**config.mk**
```make
export PLATFORM = sky130hd
export DESIGN_NAME = lcd_timing_pipeline
export DESIGN_NICKNAME = d
export VERILOG_FILES = /design/src/rtl/lcd_timing_pipeline.sv
export SDC_FILE = /design/constraint.sdc
export NUM_CORES = 1
export LEC_CHECK = 0
export ABC_AREA = 1
export CORE_AREA = 3 3 87 89
export CTS_CLUSTER_SIZE = 20
export DETAILED_ROUTE_END_ITERATION = 16
export DIE_AREA = 0 0 90 92
export DONT_BUFFER_PORTS = 1
export PLACE_DENSITY = 0.66
export SETUP_SLACK_MARGIN = 0.15
export SYNTH_ARGS = -nofsm -noshare
export SYNTH_HDL_FRONTEND = slang
export SYNTH_SLANG_ARGS = --single-unit
```
**constraint.sdc**
```tcl
create_clock -name clock_i -period 4.15 [get_ports clock_i]
set_input_delay 0.415 -clock clock_i [delete_from_list [all_inputs] [get_ports clock_i]]
set_output_delay 0.415 -clock clock_i [all_outputs]
set_load 0.005 [all_outputs]
```
**src/rtl/lcd_timing_pipeline.sv**
```systemverilog
// LCD scan-out stage: pixel divider, programmable h/v timing with sync pulses, a latency-matched
// DE/sync pipeline and the text-overlay mix feeding the panel pins.
module lcd_timing_pipeline #(
  parameter int unsigned H_ACTIVE      = 800,
  parameter int unsigned H_FRONT       = 40,
  parameter int unsigned H_SYNC        = 48,
  parameter int unsigned H_BACK        = 40,
  parameter int unsigned V_ACTIVE      = 480,
  parameter int unsigned V_FRONT       = 13,
  parameter int unsigned V_SYNC        = 3,
  parameter int unsigned V_BACK        = 29,
  parameter int unsigned CLOCK_DIVIDE  = 2,
  parameter int unsigned PIXEL_LATENCY = 1,
  parameter bit          HS_POLARITY   = 1'b0,
  parameter bit          VS_POLARITY   = 1'b0,
  parameter int unsigned COUNT_WIDTH   = 11
) (
  input  logic                   clock_i,
  input  logic                   reset_i,
  input  logic                   enable_i,
  input  logic [23:0]            pixel_rgb_i,
  input  logic                   overlay_bw_i,
  output logic                   pixel_tick_o,
  output logic [COUNT_WIDTH-1:0] x_o,
  output logic [COUNT_WIDTH-1:0] y_o,
  output logic                   next_frame_o,
  output logic [15:0]            frame_count_o,
  output logic                   lcd_clock_o,
  output logic [23:0]            lcd_rgb_o,
  output logic                   lcd_de_o,
  output logic                   lcd_hs_o,
  output logic                   lcd_vs_o
);

  localparam int unsigned HTotal = H_ACTIVE + H_FRONT + H_SYNC + H_BACK;
  localparam int unsigned VTotal = V_ACTIVE + V_FRONT + V_SYNC + V_BACK;
  localparam int unsigned DivW   = $clog2(CLOCK_DIVIDE);
  localparam int unsigned CW     = COUNT_WIDTH;

  localparam logic [DivW-1:0] DivLast = DivW'(CLOCK_DIVIDE - 1);
  localparam logic [DivW-1:0] DivHalf = DivW'(CLOCK_DIVIDE / 2);

  localparam logic [CW-1:0] HLast      = CW'(HTotal - 1);
  localparam logic [CW-1:0] VLast      = CW'(VTotal - 1);
  localparam logic [CW-1:0] HActive    = CW'(H_ACTIVE);
  localparam logic [CW-1:0] VActive    = CW'(V_ACTIVE);
  localparam logic [CW-1:0] HSyncStart = CW'(H_ACTIVE + H_FRONT);
  localparam logic [CW-1:0] HSyncEnd   = CW'(H_ACTIVE + H_FRONT + H_SYNC);
  localparam logic [CW-1:0] VSyncStart = CW'(V_ACTIVE + V_FRONT);
  localparam logic [CW-1:0] VSyncEnd   = CW'(V_ACTIVE + V_FRONT + V_SYNC);

  // Sync registers hold the active level; pin polarity is applied at the output.
  localparam logic HsInvert = ~HS_POLARITY;
  localparam logic VsInvert = ~VS_POLARITY;

  logic [DivW-1:0] div_q, div_d;
  logic [CW-1:0]   h_q, h_d;
  logic [CW-1:0]   v_q, v_d;
  logic            tick;
  logic            frame_end;
  logic [2:0]      raw;   // {de, hs, vs}
  logic [2:0]      tail;

  logic            pixel_tick_q;
  logic            lcd_clock_q;
  logic            next_frame_q;
  logic [15:0]     frame_count_q;
  logic            de_q, de_d;
  logic            hs_q, hs_d;
  logic            vs_q, vs_d;
  logic [23:0]     rgb_q, rgb_d;

  assign tick = (div_q == DivLast);

  always_comb begin
    div_d = tick ? '0 : div_q + 1'b1;
  end

  always_comb begin
    h_d = h_q;
    v_d = v_q;
    if (tick) begin
      if (!enable_i) begin
        h_d = '0;
        v_d = '0;
      end else if (h_q == HLast) begin
        h_d = '0;
        v_d = (v_q == VLast) ? '0 : v_q + 1'b1;
      end else begin
        h_d = h_q + 1'b1;
      end
    end
  end

  always_comb begin
    raw[2] = (h_q < HActive) && (v_q < VActive);
    raw[1] = (h_q >= HSyncStart) && (h_q < HSyncEnd);
    raw[0] = (v_q >= VSyncStart) && (v_q < VSyncEnd);
  end

  assign frame_end = tick && enable_i && (h_q == HLast) && (v_q == VLast);

  // Delay line matches the pixel source latency so DE/syncs line up with pixel_rgb_i.
  if (PIXEL_LATENCY == 0) begin : g_no_delay
    assign tail = raw;
  end else begin : g_delay
    logic [2:0] dly_q [PIXEL_LATENCY];

    always_ff @(posedge clock_i or posedge reset_i) begin
      if (reset_i) begin
        for (int i = 0; i < int'(PIXEL_LATENCY); i++) begin
          dly_q[i] <= 3'b000;
        end
      end else if (tick) begin
        dly_q[0] <= enable_i ? raw : 3'b000;
        for (int i = 1; i < int'(PIXEL_LATENCY); i++) begin
          dly_q[i] <= enable_i ? dly_q[i-1] : 3'b000;
        end
      end
    end

    assign tail = dly_q[PIXEL_LATENCY-1];
  end

  always_comb begin
    de_d  = 1'b0;
    hs_d  = 1'b0;
    vs_d  = 1'b0;
    rgb_d = '0;
    if (enable_i) begin
      de_d = tail[2];
      hs_d = tail[1];
      vs_d = tail[0];
      if (tail[2]) begin
        rgb_d = overlay_bw_i ? 24'hFF_FFFF : pixel_rgb_i;
      end
    end
  end

  always_ff @(posedge clock_i or posedge reset_i) begin
    if (reset_i) begin
      div_q         <= '0;
      h_q           <= '0;
      v_q           <= '0;
      pixel_tick_q  <= 1'b0;
      lcd_clock_q   <= 1'b0;
      next_frame_q  <= 1'b0;
      frame_count_q <= '0;
      de_q          <= 1'b0;
      hs_q          <= 1'b0;
      vs_q          <= 1'b0;
      rgb_q         <= '0;
    end else begin
      div_q        <= div_d;
      h_q          <= h_d;
      v_q          <= v_d;
      pixel_tick_q <= tick;
      // Registered from div_d so the panel clock falls on the same edge the data changes.
      lcd_clock_q  <= (div_d >= DivHalf);
      next_frame_q <= frame_end;
      if (frame_end) begin
        frame_count_q <= frame_count_q + 1'b1;
      end
      if (tick) begin
        de_q  <= de_d;
        hs_q  <= hs_d;
        vs_q  <= vs_d;
        rgb_q <= rgb_d;
      end
    end
  end

  assign pixel_tick_o  = pixel_tick_q;
  assign x_o           = h_q;
  assign y_o           = v_q;
  assign next_frame_o  = next_frame_q;
  assign frame_count_o = frame_count_q;
  assign lcd_clock_o   = lcd_clock_q;
  assign lcd_rgb_o     = rgb_q;
  assign lcd_de_o      = de_q;
  assign lcd_hs_o      = hs_q ^ HsInvert;
  assign lcd_vs_o      = vs_q ^ VsInvert;

endmodule
```
Word-level counts from Yosys, hierarchy flattened --
Index checks and enable logic that the tools add are counted.
Word-level totals: flip-flop bits (word level) 72, input port bits 28, output and inout port bits 68
Cells by class: add/subtract/negate cells 4, magnitude comparators 7, equal/unequal tests 3, muxes and demuxes 13, bitwise logic cells 2, reduce and logical (&&, ||, !) cells 7
Operators by type and width (number):
- $mux 24 | 3
- $mux 11 | 5
- $add 11x1->11 const B | 2
- $eq 11x10->1 const B | 2
- $lt 11x10->1 const B | 2
- $lt 11x9->1 const B | 2
- $add 16x1->16 const B | 1
- $ge 11x10->1 const B | 1
- $ge 11x9->1 const B | 1
- $logic_and 1x1->1 | 6
- $mux 1 | 4
- $mux 3 | 1
- $ne 2x1->1 const B | 1
- $not 1->1 | 2
- $reduce_and 2->1 | 1
- $add 1x1->1 const B | 1
- $ge 1x1->1 const B | 1

Longest topological paths before layout --
Gate-level depths: netlist of run 1.
depth in word-level cells 4, gate-level depth with buffers 10

Worst setup path before layout of run 1 --
No wires, ideal clock.
path kind register to register, start register v_q[0], in the netlist y_o[0], end register frame_count_q[5], in the netlist frame_count_o[5], library setup time 0.117 ns, data arrival time 1.427 ns, required time 4.033 ns, setup slack 2.606 ns, stages on the path, launching flop included 11, path buffers 1, period minus slack after synthesis 1.544 ns, cells stage by stage dfrtp_1 inv_1 ha_1 nand2_1 nor3_1 nand3_2 nor2_4 buf_6 nand2_1 nand2_1 nand2_1
Between the ends: longest elaborated chain between the ends 2
RTL lines:
- from (decl) | line 58 | logic [CW-1:0] v_q, v_d;
- from (signal assigned) | line 156 | v_q <= v_d;
- $eq 11x10->1 | line 101 | assign frame_end = tick && enable_i && (h_q == HLast) && (v_q == VLast);
- $logic_and 1x1->1 | line 101
- via frame_end | line 60 | logic frame_end;
- to (signal assigned) | line 162 | frame_count_q <= frame_count_q + 1'b1;
- to (decl) | line 67 | logic [15:0] frame_count_q;
The timed path passes the listed nets, and every way through them passes these cells. A chain may end at the register's enable or synchronous reset.

==> results.json, run 1 <==
{
  "drv_cap": 0,
  "layout_commonest_cell": "nand2_1",
  "dp.cells": 550,
  "syn_inst": 468,
  "slew-limit-headroom_pct": 31.2,
  "wl_per_cell_um": 14.4,
  "fmax_ghz": 0.486,
  "slew_viol_final": 0,
  "tightest_slew_ps": 1030,
  "cp_common_cell": "nand2_1",
  "path_cells": "inv_1, nor3_1, nand3_1, nand2_1, nand2_1, nor2_1",
  "synth_edf_count": 0,
  "synth-async-reset-ratio_pct": 100,
  "cts_tree": "built",
  "ant_nets": 0,
  "crit_type": "flip-flop to flip-flop",
  "num-fill-cells": 655,
  "clock-sinks": 71,
  "path_clk_slew_ps": 90,
  "arrival_ps": 2350,
  "status": "complete, no violations",
  "final_layout_size_suffix_gt1_share_pct": 8.09,
  "hold_violations": 0,
  "grt_pass1_wl_um": 13700,
  "num-nets-final": 499,
  "synth.distinct_cells": 34,
  "post_cts_resized": 0,
  "grt_pass1_vias": 2724,
  "crit_buf_inv": 1,
  "coreArea_um2": 6830,
  "cp_max_fo": 30,
  "track_usage_pct": 20.5,
  "synth_warnings": 0,
  "ys_seq_elements": 71,
  "synth_area_leader_cell": "dfrtp_1",
  "p_leak_nw": 1.71,
  "die_area_um2": 8280,
  "grt_max_degree": 51,
  "num_vias": 2994,
  "p_per_area_nw_per_um2": 341,
  "peakVddDrop_uv": 238,
  "setup_viol": 0,
  "clock_skew_ps": 8.93,
  "port_buffers": 0,
  "grt-ovfl-total": 0,
  "die-height_um": 92,
  "place_area_um2": 3710,
  "cts_root_buf": "clkbuf_8",
  "rsz0062_at_grt": "no",
  "layout_common_cells": "nand2_1, dfrtp_1, nor2_1",
  "cts_max_level": 3,
  "die_w_um": 90,
  "postCtsSetupRepairBufs": 0,
  "final_cells": 566,
  "place_congestion": 0.875,
  "stdcell_area_um2": 3890,
  "rows": 30,
  "antenna_found_initial": 0,
  "slowest_delay_ps": 650,
  "netlist.area_leader.share_pct": 48.5,
  "cts_buffer_depth": 2,
  "synth_area_leaders": "dfrtp_1, nand2_1, nor2_1",
  "timing.final.crit_share_pct": 49.6,
  "crit_slowest_cell": "dfrtp_1",
  "start_util_pct": 53.6,
  "dominantRegCellSynth": "dfrtp_1",
  "period_minus_slack_ps": 2060,
  "drt_iter0_drc": 148,
  "synth-seq-area-share_pct": 48.5,
  "cts_made_buffers": 9,
  "vias_per_cell": 5.29,
  "ios": 96,
  "num_antenna_cells": 0,
  "firstDrtPassIters": 6,
  "syn-num-nets": 502,
  "cpLargestDelayFamily": "simple AND/OR/NAND/NOR gates",
  "wl_um": 8180,
  "worst_slack_ps": 2090,
  "worst_hold_path_type": "input pin to asynchronous set/reset pin",
  "drc_errors": 0,
  "dpl.hpwl_um": 5810,
  "place_ws_ps": 2050,
  "hold_buffers": 0,
  "synth_area_um2": 3660,
  "cp-start-kind": "flip-flop",
  "crit_required_ps": 4440,
  "end_kind": "flip-flop",
  "clkLatencyLatePin_ps": 350,
  "syn_to_final_growth_pct": 6.28,
  "syn_avg_cell_area_um2": 7.83,
  "regToRegSetupSlack_ps": 2090,
  "tns_ps": 0
}
-- synthesized netlist by cell type, types with 2 or more instances --
library cell    n
ha_1            6
nand2_2         3
dfrtp_1        71
buf_2           7
a21oi_1         5
nor2_2          3
nand3_2         2
nand3_1        29
xnor2_1         4
xor2_1          7
o21ai_1         8
a31oi_1         2
nor2_1         54
o21ai_0        35
clkbuf_1        5
nor3_1         13
nor2_4          3
nand2_1       142
inv_1          42
nor3_2          2
o22ai_1         2
nand4_1         9
buf_6           2
or2_2           2
-- routing by layer --
metal	part of all wire (%)	up-vias	GRT usage, %
met5	0	-	0
met4	1.8	0	7.65
met3	7.8	11	6.64
met2	46	93	31.4
met1	45	1400	27.3
li1	-	1490	-
-- registers in the layout (all words and copies together) (netlist names) --
register / count
div_q: 1
lcd_rgb_o: 24
y_o: 11
pixel_tick_o: 1
x_o: 11
hs_q: 1
vs_q: 1
g_delay.dly_q: 3
frame_count_o: 16
lcd_de_o: 1
next_frame_o: 1
-- worst register-to-register path: stages (launching register included) --
cell     delay, ps
dfrtp_1        650
inv_1          570
nor3_1         440
nand3_1        140
nand2_1         80
nand2_1         50
nor2_1          80
-- report_power, final --
| part | switching [mW] | internal (mW) |
|---|---|---|
| Combinational | 0.0421 | 0.0222 |
| Clock | 0.283 | 0.235 |
| Sequential | 0.0306 | 0.716 |
| Total | 0.356 | 0.973 |
-- path summary, 6_finish.rpt --
| kind | from | depth (start not counted) | endpoint |
|---|---|---|---|
| max reg2reg | div_q | 6 | x_o[10] |
| max in group asynchronous | reset_i | 2 | x_o[4] |
| max | div_q | 6 | x_o[10] |
| min | reset_i | 1 | lcd_rgb_o[7] |
| min reg2reg | g_delay.dly_q[2] | 2 | g_delay.dly_q[2] |
| min in group clock_i | enable_i | 2 | y_o[8] |
-- metrics by stage --
step	utilization, %	hold slack [ps]	power (mW)
global route	57.0	212	1.39
global placement	54.3	495	0.824
detailed placement	54.3	499	0.826
floorplan	-	453	0.808
finish	57.0	184	1.33
CTS	57.0	193	1.34
-- cell families after synthesis --
logic type      share of synthesized area (%)
flops                                    48.5
buf+inv                                  6.73
simple gates                             31.8
xor+xnor                                 3.07
compound gates                           7.92
fa+ha+maj                                2.05
-- layout make-up --
cell class	instances	area (µm²)	area share, %
well taps	96	120	3.08
flip-flops and latches	71	1780	45.6
multi-input cells	338	1640	42.1
clock buffers	10	138	3.53
inverters	44	166	4.27
repair buffers	1	7.51	0.193
clock inverters	6	45.0	1.16
Note: power is estimated with default switching activity, not from simulation.
==> run 2, diff against run 1 <==
PLACE_DENSITY = 0.68   (was 0.66)
clock period = 1.7 ns   (was 4.15 ns; I/O delays follow)
==> run 2 against run 1 <==
Effect of this change: clock skew grew 3.7 ps; worst setup slack worse by 1900 ps; global-route usage rose by 1.3 points; count of clock-buffer cells in the layout unchanged; register-to-register slack got worse by 1900 ps; largest cell class is now multi-input gates; highest routed layer unchanged.
==> results.json, run 2 (same netlist as run 1, synthesis figures left out) <==
{
  "die-height_um": 92,
  "fmax_ghz": 0.643,
  "drv_cap": 0,
  "cp_common_cell": "nand2_1",
  "p_clk_share_pct": 37.7,
  "final_cells": 606,
  "num_antenna_cells": 0,
  "clock_skew_ps": 12.6,
  "syn_to_final_growth_pct": 19.4,
  "grt_pass1_vias": 3059,
  "whs_ps": 6.80,
  "final_layout_size_suffix_gt1_share_pct": 17.8,
  "cts_buffer_depth": 2,
  "wl_per_cell_um": 15.3,
  "slowest_delay_ps": 410,
  "num-nets-final": 539,
  "cts_root_buf": "clkbuf_8",
  "swShare_pct": 27.2,
  "period_minus_slack_ps": 1550,
  "grt_max_degree": 72,
  "slew_viol_final": 0,
  "die_area_um2": 8280,
  "num-fill-cells": 632,
  "largest_register_ffs": 24,
  "peakVddDrop_uv": 756,
  "ant_nets": 0,
  "coreArea_um2": 6830,
  "timing.final.crit_share_pct": 91.4,
  "path_cells": "inv_2, ha_4, nand2_2, nor3_2, nand3_4, nor2_4, nand2_1, nand2_1, nand2_1",
  "rsz0062_at_grt": "yes",
  "regToRegSetupSlack_ps": 150,
  "dp.cells": 571,
  "clkLatencyLatePin_ps": 350,
  "wl_um": 9250,
  "drc_errors": 0,
  "layout_commonest_cell": "nand2_1",
  "place_congestion": 0.822,
  "cp_max_fo": 6,
  "layout_common_cells": "nand2_1, dfrtp_1, nor2_1",
  "cp-start-kind": "flip-flop",
  "track_usage_pct": 21.8,
  "start_util_pct": 53.6,
  "dpl.hpwl_um": 6150,
  "p_leak_nw": 1.93,
  "crit_required_ps": 1950,
  "port_buffers": 0,
  "path_clk_slew_ps": 90,
  "grt_pass1_wl_um": 14900,
  "antenna_found_initial": 0,
  "cts_max_level": 3,
  "status": "complete, no violations",
  "firstDrtPassIters": 4,
  "power.switching_mw": 0.914,
  "p_seq_share_pct": 53.9,
  "rows": 30,
  "intPower_mw": 2.45,
  "finalCoreUtilization_pct": 64.0,
  "place_ws_ps": 91.2,
  "crit_type": "flip-flop to flip-flop",
  "drt_iter0_drc": 191,
  "cts_made_buffers": 9,
  "clock-sinks": 71,
  "combPwrFrac_pct": 8.4,
  "vias_per_cell": 5.33,
  "tightest_slew_ps": 374,
  "cts_tree": "built",
  "hold_violations": 0,
  "arrival_ps": 1800,
  "worst_slack_ps": 145,
  "p_per_area_nw_per_um2": 768,
  "die_w_um": 90,
  "ios": 96,
  "num_vias": 3228,
  "grt-ovfl-total": 0,
  "slew-limit-headroom_pct": 75.1,
  "tns_ps": 0,
  "crit_slowest_cell": "dfrtp_1",
  "setup_viol": 0,
  "worst_hold_path_type": "input pin to flip-flop",
  "end_kind": "flip-flop"
}
## run 2: changes by cell type in the layout (fill, tap and decap cells not counted), sizes merged
cell         delta
dlygate4sd3     +9
nand2           +1
buf            +28
nor2            +2
## run 2: per-stage QoR
stage                     cell area, µm²  total power [mW]
after floorplan                     3670              1.97
after global placement              3890              2.06
after detailed placement            3890              2.07
after CTS                           4200              3.34
after global routing                4370              3.50
final                               4370              3.36
## run 2: layer usage
metal	track usage [%]	up-vias	wire length, µm
met3	5.33	7	685
met5	0	-	0
met4	7.14	0	73
li1	-	1574	-
met1	28.9	1553	3920
met2	35.5	94	4570
## run 2: critical path, delay by kind of cell (launching register included)
kind	cells	cell delay, ps
DFF	1	410
buffers and inverters	1	100
and+or+nand+nor	7	800
adders and majority gates	1	140
## run 2: what timing repair did
item,in CTS,in global routing
hold buffers,8,1
hold endpoints to repair,80,1
gates resized for setup,5,33
endpoints found under the setup margin,23,35
pin swaps,3,10
buffers inserted,4,3
cloned,1,2
## run 2: power by group through the flow
stage               combinational (mW)  sequential [mW]  clock [mW]
global route                     0.328             1.82        1.36
finish                           0.282             1.81        1.27
detailed placement               0.238             1.83           0
CTS                              0.259             1.80        1.28
floorplan                        0.138             1.84           0
global placement                 0.230             1.83           0
## run 2: worst paths after layout
| kind | from | end | cells after the start |
|---|---|---|---|
| hold / removal | pixel_rgb_i[9] | lcd_rgb_o[9] | 2 |
| setup / recovery | y_o[0] | frame_count_o[4] | 9 |
| setup reg to reg | y_o[0] | frame_count_o[4] | 9 |
| hold reg to reg | lcd_rgb_o[9] | lcd_rgb_o[9] | 2 |
| max in group asynchronous | reset_i | y_o[2] | 3 |
| min in group asynchronous | reset_i | frame_count_o[1] | 3 |
## run 2: cell type report
class / count / area (µm²) / share of cell area (%)
sequential: 71 / 1780 / 40.7
clock inverter: 6 / 42.5 / 0.973
clock buffer: 10 / 138 / 3.15
timing repair buffer: 38 / 324 / 7.41
multi-input combinational: 341 / 1800 / 41.1
inverter: 44 / 173 / 3.95
tap: 96 / 120 / 2.75
==> run 3, diff against run 2 <==
CTS_BUF_LIST = sky130_fd_sc_hd__clkbuf_2 sky130_fd_sc_hd__clkbuf_4 sky130_fd_sc_hd__clkbuf_8   (was default)
SKIP_CTS_REPAIR_TIMING = 1   (was default)
==> run 3 against run 2 <==
Effect of this change: clock power about the same; first-iteration DRC count down 6.8%; total power fell by 0.24%; clock skew barely moved; largest power group unchanged.
==> results.json, run 3 (same netlist as run 1, synthesis figures left out) <==
{
  "status": "complete, no violations",
  "start_util_pct": 53.6,
  "rsz0062_at_grt": "yes",
  "grt_pass1_wl_um": 14700,
  "tns_ps": 0,
  "cts_root_buf": "clkbuf_8",
  "crit_required_ps": 1980,
  "cp-start-kind": "flip-flop",
  "end_kind": "flip-flop",
  "crit_slowest_cell": "dfrtp_1",
  "wl_um": 9230,
  "hold_violations": 0,
  "clkLatencyLatePin_ps": 340,
  "drt_iter0_drc": 178,
  "tightest_slew_ps": 376,
  "drc_errors": 0,
  "num_antenna_cells": 0,
  "firstDrtPassIters": 5,
  "p_leak_nw": 1.92,
  "vias_per_cell": 5.38,
  "grt_max_degree": 72,
  "fmax_ghz": 0.634,
  "grt_pass1_vias": 2998,
  "period_minus_slack_ps": 1580,
  "coreArea_um2": 6830,
  "setup_viol": 0,
  "layout_commonest_cell": "nand2_1",
  "final_layout_size_suffix_gt1_share_pct": 19.0,
  "place_congestion": 0.822,
  "ios": 96,
  "wl_per_cell_um": 15.3,
  "track_usage_pct": 21.5,
  "p_per_area_nw_per_um2": 767,
  "dpl.hpwl_um": 6150,
  "rows": 30,
  "syn_to_final_growth_pct": 19.3,
  "port_buffers": 0,
  "clock-sinks": 71,
  "total_power_mw": 3.35,
  "cts_max_level": 3,
  "cts_made_buffers": 9,
  "num_vias": 3238,
  "crit_buf_inv": 2,
  "slowest_delay_ps": 390,
  "ant_nets": 0,
  "slew-limit-headroom_pct": 74.9,
  "cpLargestDelayFamily": "simple AND/OR/NAND/NOR gates",
  "clock_skew_ps": 13.1,
  "drv_cap": 0,
  "cts_tree": "built",
  "path_clk_slew_ps": 80,
  "die_w_um": 90,
  "place_area_um2": 3890,
  "crit_type": "flip-flop to flip-flop",
  "cp_max_fo": 5,
  "die_area_um2": 8280,
  "num-nets-final": 535,
  "worst_hold_path_type": "input pin to flip-flop",
  "timing.final.crit_share_pct": 92.8,
  "grt-ovfl-total": 0,
  "num-fill-cells": 618,
  "peakVddDrop_uv": 722,
  "die-height_um": 92,
  "arrival_ps": 1850,
  "cts_buffer_depth": 2,
  "path_cells": "inv_2, ha_4, nand2_2, nor3_4, nand3_4, nor2_4, buf_6, xor2_2",
  "largest_register_ffs": 24,
  "stdcell_area_um2": 4370,
  "antenna_found_initial": 0,
  "slew_viol_final": 0,
  "layout_common_cells": "nand2_1, dfrtp_1, nor2_1"
}
run 3: cell types whose count changed in the layout (fill, tap and decap cells not counted), moves of 2 or more:
cell           change
dlygate4sd3_1      -6
nor3_2             +2
nor3_1             -3
a21oi_1            -2
a21oi_2            +2
run 3: cell type report:
| class | count | area, µm² | area share (%) |
|---|---|---|---|
| multi-input cells | 341 | 1820 | 41.7 |
| flip-flops and latches | 71 | 1780 | 40.7 |
| repair buffers | 34 | 295 | 6.76 |
| inverters | 44 | 173 | 3.95 |
| clock buffers | 10 | 138 | 3.15 |
| well taps | 96 | 120 | 2.75 |
| clock inverters | 6 | 42.5 | 0.973 |
run 3: through the flow:
step | hold WS [ps] | worst slack, ps | std cells | util, %
3_5_place_dp | 183 | 91.2 | 571 | 56.9
6_report | 5.07 | 123 | 602 | 64.0
4_1_cts | -201 | 86.8 | 587 | 59.5
5_1_grt | 5.38 | 51.8 | 602 | 64.0
2_1_floorplan | 308 | 156 | 468 | -
3_3_place_gp | 181 | 123 | 571 | 56.9
run 3: path summary, 6_finish.rpt:
| kind | startpoint | to | slack, ps | cells after the start |
|---|---|---|---|---|
| worst min-delay path | pixel_rgb_i[15] | lcd_rgb_o[15] | 5 | 2 |
| worst min register to register | lcd_de_o | lcd_de_o | 520 | 2 |
| worst max-delay path | y_o[1] | frame_count_o[0] | 120 | 8 |
| max in group asynchronous | reset_i | frame_count_o[14] | 990 | 3 |
| worst max register to register | y_o[1] | frame_count_o[0] | 120 | 8 |
| min in group asynchronous | reset_i | frame_count_o[1] | 400 | 3 |
run 3: worst reg2reg max path, delay by kind of cell (launching register included):
family	cells	cell delay [ps]
buffers and inverters	2	240
adders and majority gates	1	150
xor gates and xnor gates	1	110
DFF	1	390
and+or+nand+nor	4	630
run 3: power by group:
part | switching (mW) | leakage [nW] | internal, mW
Sequential | 0.0614 | 0.960 | 1.75
Clock | 0.686 | 0.0891 | 0.575
Combinational | 0.160 | 0.871 | 0.122
Total | 0.907 | 1.92 | 2.44
run 3: metal layers:
layer  up-vias  track usage [%]  share of wire [%]
li1       1563                -                  -
met1      1549             28.7                 42
met2       115             34.3                 49
met3        11             5.33                7.5
met4         0             7.14                1.1
met5         -                0                  0
